$ cat src/rtl/ldpc_pkg.sv
// Shared LDPC decoder constants, types and helpers.
package ldpc_pkg;

  localparam int unsigned ROW_NUMBER = 512;
  localparam int unsigned ROW_WEIGHT = 6;
  localparam int unsigned WIDTH      = 8;
  localparam int unsigned ADDR_W     = 20;

  // Width of an index counting 0..n-1; never narrower than one bit.
  function automatic int unsigned idx_w(input int unsigned n);
    return (n > 1) ? $clog2(n) : 1;
  endfunction

  localparam int unsigned ROW_W = idx_w(ROW_NUMBER);

  // Row-boundary tags that travel with every message (default geometry).
  typedef struct packed {
    logic             first;
    logic             last;
    logic [ROW_W-1:0] row;
  } msg_tag_t;

  typedef enum logic [1:0] {StIdle, StRun, StDrain, StDone} rd_state_e;

endpackage

$ cat src/rtl/cn_msg_fifo2.sv
// Generic 2-entry valid/ready FIFO; head register drives the output directly.
module cn_msg_fifo2 #(
  parameter int unsigned Width = 8
) (
  input  logic             clk_i,
  input  logic             rst_i,
  input  logic             push_i,
  input  logic [Width-1:0] data_i,
  input  logic             pop_i,
  output logic             valid_o,
  output logic [Width-1:0] data_o,
  output logic [1:0]       count_o
);

  logic [Width-1:0] head_q, head_d, tail_q, tail_d;
  logic [1:0]       cnt_q, cnt_d;
  logic             pop;

  assign pop     = pop_i && (cnt_q != 2'd0);
  assign valid_o = (cnt_q != 2'd0);
  assign data_o  = head_q;
  assign count_o = cnt_q;

  // Next-state: push/pop together keeps occupancy and order.
  always_comb begin
    head_d = head_q;
    tail_d = tail_q;
    cnt_d  = cnt_q;
    case (cnt_q)
      2'd0: begin
        if (push_i) begin
          head_d = data_i;
          cnt_d  = 2'd1;
        end
      end
      2'd1: begin
        if (push_i && pop) begin
          head_d = data_i;
        end else if (push_i) begin
          tail_d = data_i;
          cnt_d  = 2'd2;
        end else if (pop) begin
          cnt_d = 2'd0;
        end
      end
      2'd2: begin
        // A push with no pop here would overflow; the producer never does that.
        if (pop) begin
          head_d = tail_q;
          if (push_i) begin
            tail_d = data_i;
          end else begin
            cnt_d = 2'd1;
          end
        end
      end
      default: cnt_d = 2'd0;
    endcase
  end

  // Storage and occupancy registers.
  always_ff @(posedge clk_i) begin
    if (rst_i) begin
      head_q <= '0;
      tail_q <= '0;
      cnt_q  <= 2'd0;
    end else begin
      head_q <= head_d;
      tail_q <= tail_d;
      cnt_q  <= cnt_d;
    end
  end

endmodule

$ cat src/rtl/cn_msg_reader.sv
// Row-major read sequencer for the edge-message SRAM feeding the check-node unit.
module cn_msg_reader
  import ldpc_pkg::*;
#(
  parameter int unsigned ROW_NUMBER = ldpc_pkg::ROW_NUMBER,
  parameter int unsigned ROW_WEIGHT = ldpc_pkg::ROW_WEIGHT,
  parameter int unsigned WIDTH      = ldpc_pkg::WIDTH,
  parameter int unsigned ADDR_W     = ldpc_pkg::ADDR_W,
  parameter int unsigned BASE_ADDR  = 0
) (
  input  logic                            clk,
  input  logic                            rst,
  input  logic                            i_start,
  output logic                            o_busy,
  output logic                            o_done,
  output logic                            o_rreq,
  input  logic                            i_rgnt,
  output logic [ADDR_W-1:0]               o_raddr,
  input  logic [WIDTH-1:0]                i_rdata,
  output logic [WIDTH-1:0]                o_msg,
  output logic                            o_valid,
  input  logic                            i_ready,
  output logic                            o_first,
  output logic                            o_last,
  output logic [idx_w(ROW_NUMBER)-1:0]    o_row
);

  localparam int unsigned RowW  = idx_w(ROW_NUMBER);
  localparam int unsigned EdgeW = idx_w(ROW_WEIGHT);
  localparam int unsigned PayW  = WIDTH + 2 + RowW;
  localparam logic [EdgeW-1:0] LastEdge = EdgeW'(ROW_WEIGHT - 1);
  localparam logic [RowW-1:0]  LastRow  = RowW'(ROW_NUMBER - 1);

  rd_state_e         state_q, state_d;
  logic [EdgeW-1:0]  k_q, k_d;
  logic [RowW-1:0]   r_q, r_d;
  logic [ADDR_W-1:0] addr_q, addr_d;
  logic              infl_q;
  logic              tfirst_q, tfirst_d, tlast_q, tlast_d;
  logic [RowW-1:0]   trow_q, trow_d;

  logic [1:0]        occ, occ_left;
  logic              pop, issue, fifo_valid;
  logic [PayW-1:0]   fifo_in, fifo_out;

  assign pop      = fifo_valid && i_ready;
  assign occ_left = occ - {1'b0, pop};
  // Buffered plus in-flight never exceeds the two FIFO slots.
  assign o_rreq   = (state_q == StRun) && ((occ_left + {1'b0, infl_q}) < 2'd2);
  assign issue    = o_rreq && i_rgnt;

  assign o_raddr  = addr_q;
  assign o_busy   = (state_q != StIdle);
  assign o_done   = (state_q == StDone);
  assign o_valid  = fifo_valid;
  assign {o_msg, o_first, o_last, o_row} = fifo_out;

  // Read data lands one cycle after issue, joined with the tags captured at issue.
  assign fifo_in = {i_rdata, tfirst_q, tlast_q, trow_q};

  cn_msg_fifo2 #(
    .Width(PayW)
  ) u_fifo (
    .clk_i  (clk),
    .rst_i  (rst),
    .push_i (infl_q),
    .data_i (fifo_in),
    .pop_i  (pop),
    .valid_o(fifo_valid),
    .data_o (fifo_out),
    .count_o(occ)
  );

  // FSM next-state, edge/row counters and linear address pointer.
  always_comb begin
    state_d  = state_q;
    k_d      = k_q;
    r_d      = r_q;
    addr_d   = addr_q;
    tfirst_d = tfirst_q;
    tlast_d  = tlast_q;
    trow_d   = trow_q;
    unique case (state_q)
      StIdle: begin
        if (i_start) begin
          state_d = StRun;
          k_d     = '0;
          r_d     = '0;
          addr_d  = ADDR_W'(BASE_ADDR);
        end
      end
      StRun: begin
        if (issue && (k_q == LastEdge) && (r_q == LastRow)) state_d = StDrain;
      end
      StDrain: begin
        if ((occ_left == 2'd0) && !infl_q) state_d = StDone;
      end
      StDone: state_d = StIdle;
      default: state_d = StIdle;
    endcase
    if (issue) begin
      tfirst_d = (k_q == '0);
      tlast_d  = (k_q == LastEdge);
      trow_d   = r_q;
      addr_d   = addr_q + 1'b1;
      if (k_q == LastEdge) begin
        k_d = '0;
        r_d = r_q + 1'b1;
      end else begin
        k_d = k_q + 1'b1;
      end
    end
  end

  // State registers; reset drops any read still in flight.
  always_ff @(posedge clk) begin
    if (rst) begin
      state_q  <= StIdle;
      k_q      <= '0;
      r_q      <= '0;
      addr_q   <= '0;
      infl_q   <= 1'b0;
      tfirst_q <= 1'b0;
      tlast_q  <= 1'b0;
      trow_q   <= '0;
    end else begin
      state_q  <= state_d;
      k_q      <= k_d;
      r_q      <= r_d;
      addr_q   <= addr_d;
      infl_q   <= issue;
      tfirst_q <= tfirst_d;
      tlast_q  <= tlast_d;
      trow_q   <= trow_d;
    end
  end

endmodule

$ cat config.mk
export PLATFORM = sky130hd
export DESIGN_NAME = cn_msg_reader
export DESIGN_NICKNAME = d
export VERILOG_FILES = /design/src/rtl/ldpc_pkg.sv /design/src/rtl/cn_msg_fifo2.sv /design/src/rtl/cn_msg_reader.sv
export SDC_FILE = /design/constraint.sdc
export NUM_CORES = 1
export LEC_CHECK = 0
export ABC_CLOCK_PERIOD_IN_PS = 3800
export BUFFER_PORTS_ARGS = -buffer_cell sky130_fd_sc_hd__buf_4
export CELL_PAD_IN_SITES_DETAIL_PLACEMENT = 0
export CELL_PAD_IN_SITES_GLOBAL_PLACEMENT = 1
export CORE_ASPECT_RATIO = 1.25
export CORE_MARGIN = 3
export CORE_UTILIZATION = 44
export DETAILED_ROUTE_END_ITERATION = 12
export PLACE_DENSITY = 0.87
export SLEW_MARGIN = 20
export SYNTH_ARGS = -nofsm -noshare
export SYNTH_HDL_FRONTEND = slang
export SYNTH_HIERARCHICAL = 1
export SYNTH_SLANG_ARGS = --single-unit
$ cat constraint.sdc
create_clock -name clk -period 3.8 [get_ports clk]
set_input_delay 0.57 -clock clk [delete_from_list [all_inputs] [get_ports clk]]
set_output_delay 0.57 -clock clk [all_outputs]
set_load 0.02 [all_outputs]
==> summary.txt <==
=================================================================================================
Gp weighted congestion                                                                      0.831
Layout Nets                                                                                   539
Via count of the first global-routing pass                                                   3508
Worst reg2reg startpoint                                                             u_fifo/count_o[1]
Critical Path Sink Type                                                               output port
CP dominant cell by count                                                            sky130_fd_sc_hd__and2_1
Post-synth top area cell                                                             sky130_fd_sc_hd__dfxtp_1
Area Growth Syn to Fin                                                                      18.8%
Least-Margin Pin Slew                                                                    0.815 ns
Maximum number of buffers from clock root to sink                                               2
Result of the run                                                                    finished, final reports clean
Synthesized Nets                                                                              493
Number of I/O port buffers                                                                     55
Combined area of the multi-input logic cells                                            2420 um^2
Root buffer cell                                                                     sky130_fd_sc_hd__clkbuf_16
Number of synthesized register bits                                                            86
Cells after Synth                                                                             471
Logic depth of the worst register-to-register path                                              9
CTS sink cnt                                                                                   86
HPWL after detailed placement                                                             6620 um
Critical path class                                                                  flop to output port
Initial Util                                                                                0.462
Setup slack of the worst register-to-register path                                        0.61 ns
Leakage power                                                                             2.01 nW
Full die area                                                                          11100 um^2
Endpoint of the worst-slack reg-to-reg timing path                                         k_q[1]
Level count of the clock H-tree                                                                 3
Hold Path Origin                                                                     u_fifo/tail_q[14]
Clock transition at the registers of the reported paths                                   0.06 ns
Area taken by flip-flops and latches                                                    1720 um^2
DIE WIDTH                                                                                 94.8 um
Final-layout setup total negative slack                                                      0 ns
Required time at the endpoint of the critical path                                        3.23 ns
Post-detailed-route DRC marker count                                                            0
Wire length of the first global-routing pass                                             16500 um
Post-synthesis sequential area ratio                                                        0.397
Top-area cell type share of the netlist area                                                0.397
Clk_lat worst skew                                                                        0.33 ns
Total clock buffers created by CTS                                                              9
Min-Delay Path Depth                                                                            2
FMAX                                                                                      309 MHz
Total wire length                                                                         9620 um
Relative slew slack                                                                         0.457
Final-layout fill cell count                                                                  900
Setup Viol. Count Final                                                                         0
Share of final-layout standard cells stronger than drive strength 1                         0.215
Max-cap violations                                                                              0
Final routed wire length divided by cell count                                            14.9 um
Cell with the largest stage delay on the worst path                                  sky130_fd_sc_hd__nor2b_1
Top cells by area, synth                                                             sky130_fd_sc_hd__dfxtp_1 40%, sky130_fd_sc_hd__mux2i_1 9.5%, sky130_fd_sc_hd__nand2b_1 5.9%
Number of distinct library cell variants in the gate-level netlist after synthesis             63
Kind of launch point of the worst setup path                                                 flop
Post-route worst setup slack                                                             0.559 ns
Mean instance size in the synthesized netlist                                           9.20 um^2
Clock tree skew after final layout                                                     0.00642 ns
Hold Fails Final Rpt                                                                            0
Ys async rst share                                                                              0
Top Ports                                                                                      56
Number of vias per cell                                                                      5.53
Crit path largest cell delay                                                              0.45 ns
Biggest fanout along the worst timing path                                                      9
CTS tree                                                                                      yes
Type of the tightest min-delay check                                                 flop to flop
Initial antenna violation count                                                                 0
Total grt overflow                                                                              0
ANT nets after route                                                                            0
Core area                                                                               9370 um^2
Time the final worst path needs with I/O delays and setup                                 3.24 ns
Cell area after technology mapping                                                      4330 um^2
Worst setup slack before clock tree synthesis                                            0.594 ns
Maximum number of pins on one net before global-route repair                                   68
Resized Gates After CTS                                                                         0
CTS Hold Bufs                                                                                   0
Detailed Route Iter0 Violations                                                               143
Final worst-path cycle share                                                                0.853
Power density over the cells                                                          497 nW/um^2
Number of max-slew violations in the final report                                               0
Diode insertion count for antenna repair                                                        0
Unrepaired setup endpoints after global routing                                                no
Number of enable flip-flop cells after synthesis                                                0
Placement row count                                                                            39
Post-CTS setup buffers                                                                          0
Hold-critical path endpoint                                                          u_fifo/tail_q[14]
Iteration count of the initial detailed-routing pass                                            4
Vertical extent of the die                                                                 117 um
Critical path data arrival time                                                           2.67 ns
Total track usage                                                                           0.181
DR vias                                                                                      3564
Critical-path cell list                                                              or2_2 -> and2_1 -> ha_1 -> nor2b_1 -> xnor2_2 -> and2_1 -> buf_4
Count of warnings emitted by yosys                                                              6
Worst-case vdd ir drop                                                                   0.246 mV
Main flop type after synthesis                                                       sky130_fd_sc_hd__dfxtp_1
=================================================================================================
-- synth_stat cells, types with 6 or more instances --
library cell / n
sky130_fd_sc_hd__inv_1: 9
sky130_fd_sc_hd__a211oi_1: 30
sky130_fd_sc_hd__nand2b_1: 41
sky130_fd_sc_hd__nor2_1: 18
sky130_fd_sc_hd__nand2_1: 46
sky130_fd_sc_hd__and3_1: 7
sky130_fd_sc_hd__nand3_1: 20
sky130_fd_sc_hd__nor3_1: 13
sky130_fd_sc_hd__a211oi_2: 10
sky130_fd_sc_hd__ha_1: 9
sky130_fd_sc_hd__buf_2: 9
sky130_fd_sc_hd__dfxtp_1: 86
sky130_fd_sc_hd__clkbuf_1: 14
sky130_fd_sc_hd__mux2i_1: 41
sky130_fd_sc_hd__or2_2: 6
sky130_fd_sc_hd__a21oi_1: 25
-- worst max-delay path: cells and delay by family (launching register included) --
kind,cells,cell delay [ns]
flip-flops,1,0.42
adder cells (fa/ha/maj),1,0.31
XOR/XNOR,1,0.22
AND/OR/NAND/NOR,4,1.24
buffers and inverters,1,0.16
-- worst max-delay path by stage --
stage | start | end | slack [ns] | cells after the start
after floorplan | u_fifo/count_o[1] | r_q[2] | 0.94 | 9
after global placement | u_fifo/count_o[1] | k_q[1] | 0.71 | 9
after detailed placement | u_fifo/count_o[1] | k_q[1] | 0.59 | 9
after CTS | u_fifo/count_o[1] | o_rreq | 0.54 | 7
after global routing | u_fifo/count_o[1] | o_rreq | 0.36 | 7
final | u_fifo/count_o[1] | o_rreq | 0.56 | 7
-- layout by cell type, fill, tap and decap left out, types with 6 or more instances in the layout --
cell type                   netlist  layout
sky130_fd_sc_hd__a211oi_1        30      30
sky130_fd_sc_hd__a211oi_2        10      10
sky130_fd_sc_hd__a21oi_1         25      25
sky130_fd_sc_hd__and3_1           7       7
sky130_fd_sc_hd__buf_4            2      65
sky130_fd_sc_hd__clkbuf_16        0       9
sky130_fd_sc_hd__dfxtp_1         86      86
sky130_fd_sc_hd__ha_1             9       9
sky130_fd_sc_hd__inv_1            9       9
sky130_fd_sc_hd__mux2i_1         41      41
sky130_fd_sc_hd__nand2_1         46      46
sky130_fd_sc_hd__nand2b_1        41      41
sky130_fd_sc_hd__nand3_1         20      20
sky130_fd_sc_hd__nor2_1          18      18
sky130_fd_sc_hd__nor3_1          13      13
sky130_fd_sc_hd__or2_2            6       6
-- area by class of cell --
class | instances | share of cell area
multi-input combinational | 346 | 0.471
sequential | 86 | 0.334
timing repair buffer | 65 | 0.0948
clock buffer | 9 | 0.0438
tap | 123 | 0.0299
clock inverter | 7 | 0.0199
inverter | 9 | 0.00656
-- state kept, by name, indices dropped and copies added, names as in the netlist --
name,cells
k_q,3
u_fifo/count_o,2
trow_q,9
u_fifo/data_o,19
o_raddr,20
u_fifo/tail_q,19
infl_q,1
tfirst_q,1
tlast_q,1
state_q,2
r_q,9
-- stage by stage --
stage	cell area, um^2	utilization	hold slack, ns	power [mW]	cells
5_1_grt	5150	0.549	0.492	2.68	645
3_3_place_gp	4820	0.514	0.458	1.60	629
2_1_floorplan	4330	-	0.445	1.43	471
3_5_place_dp	4820	0.514	0.466	1.62	629
4_1_cts	5150	0.549	0.476	2.58	645
6_report	5150	0.549	0.470	2.56	645
-- layer usage --
metal,track usage,up-vias,part of all wire
li1,-,1793,-
met1,0.229,1683,0.45
met2,0.318,80,0.50
met3,0.0294,8,0.041
met4,0.0549,0,0.010
met5,0,-,0
-- power by group --
group / switching (mW) / internal, mW
Sequential: 0.0446 / 0.955
Combinational: 0.365 / 0.231
Clock: 0.378 / 0.587
-- kinds of logic after synthesis --
kind of cell,Yosys count,synth area share
AO/OA/AOI/OAI,99,0.172
XOR/XNOR,10,0.0280
adder cells (fa/ha/maj),9,0.0260
buffers and inverters,39,0.0436
flip-flops,86,0.397
multiplexers,42,0.0973
AND/OR/NAND/NOR,186,0.236
Note: power is estimated with default switching activity, not from simulation.
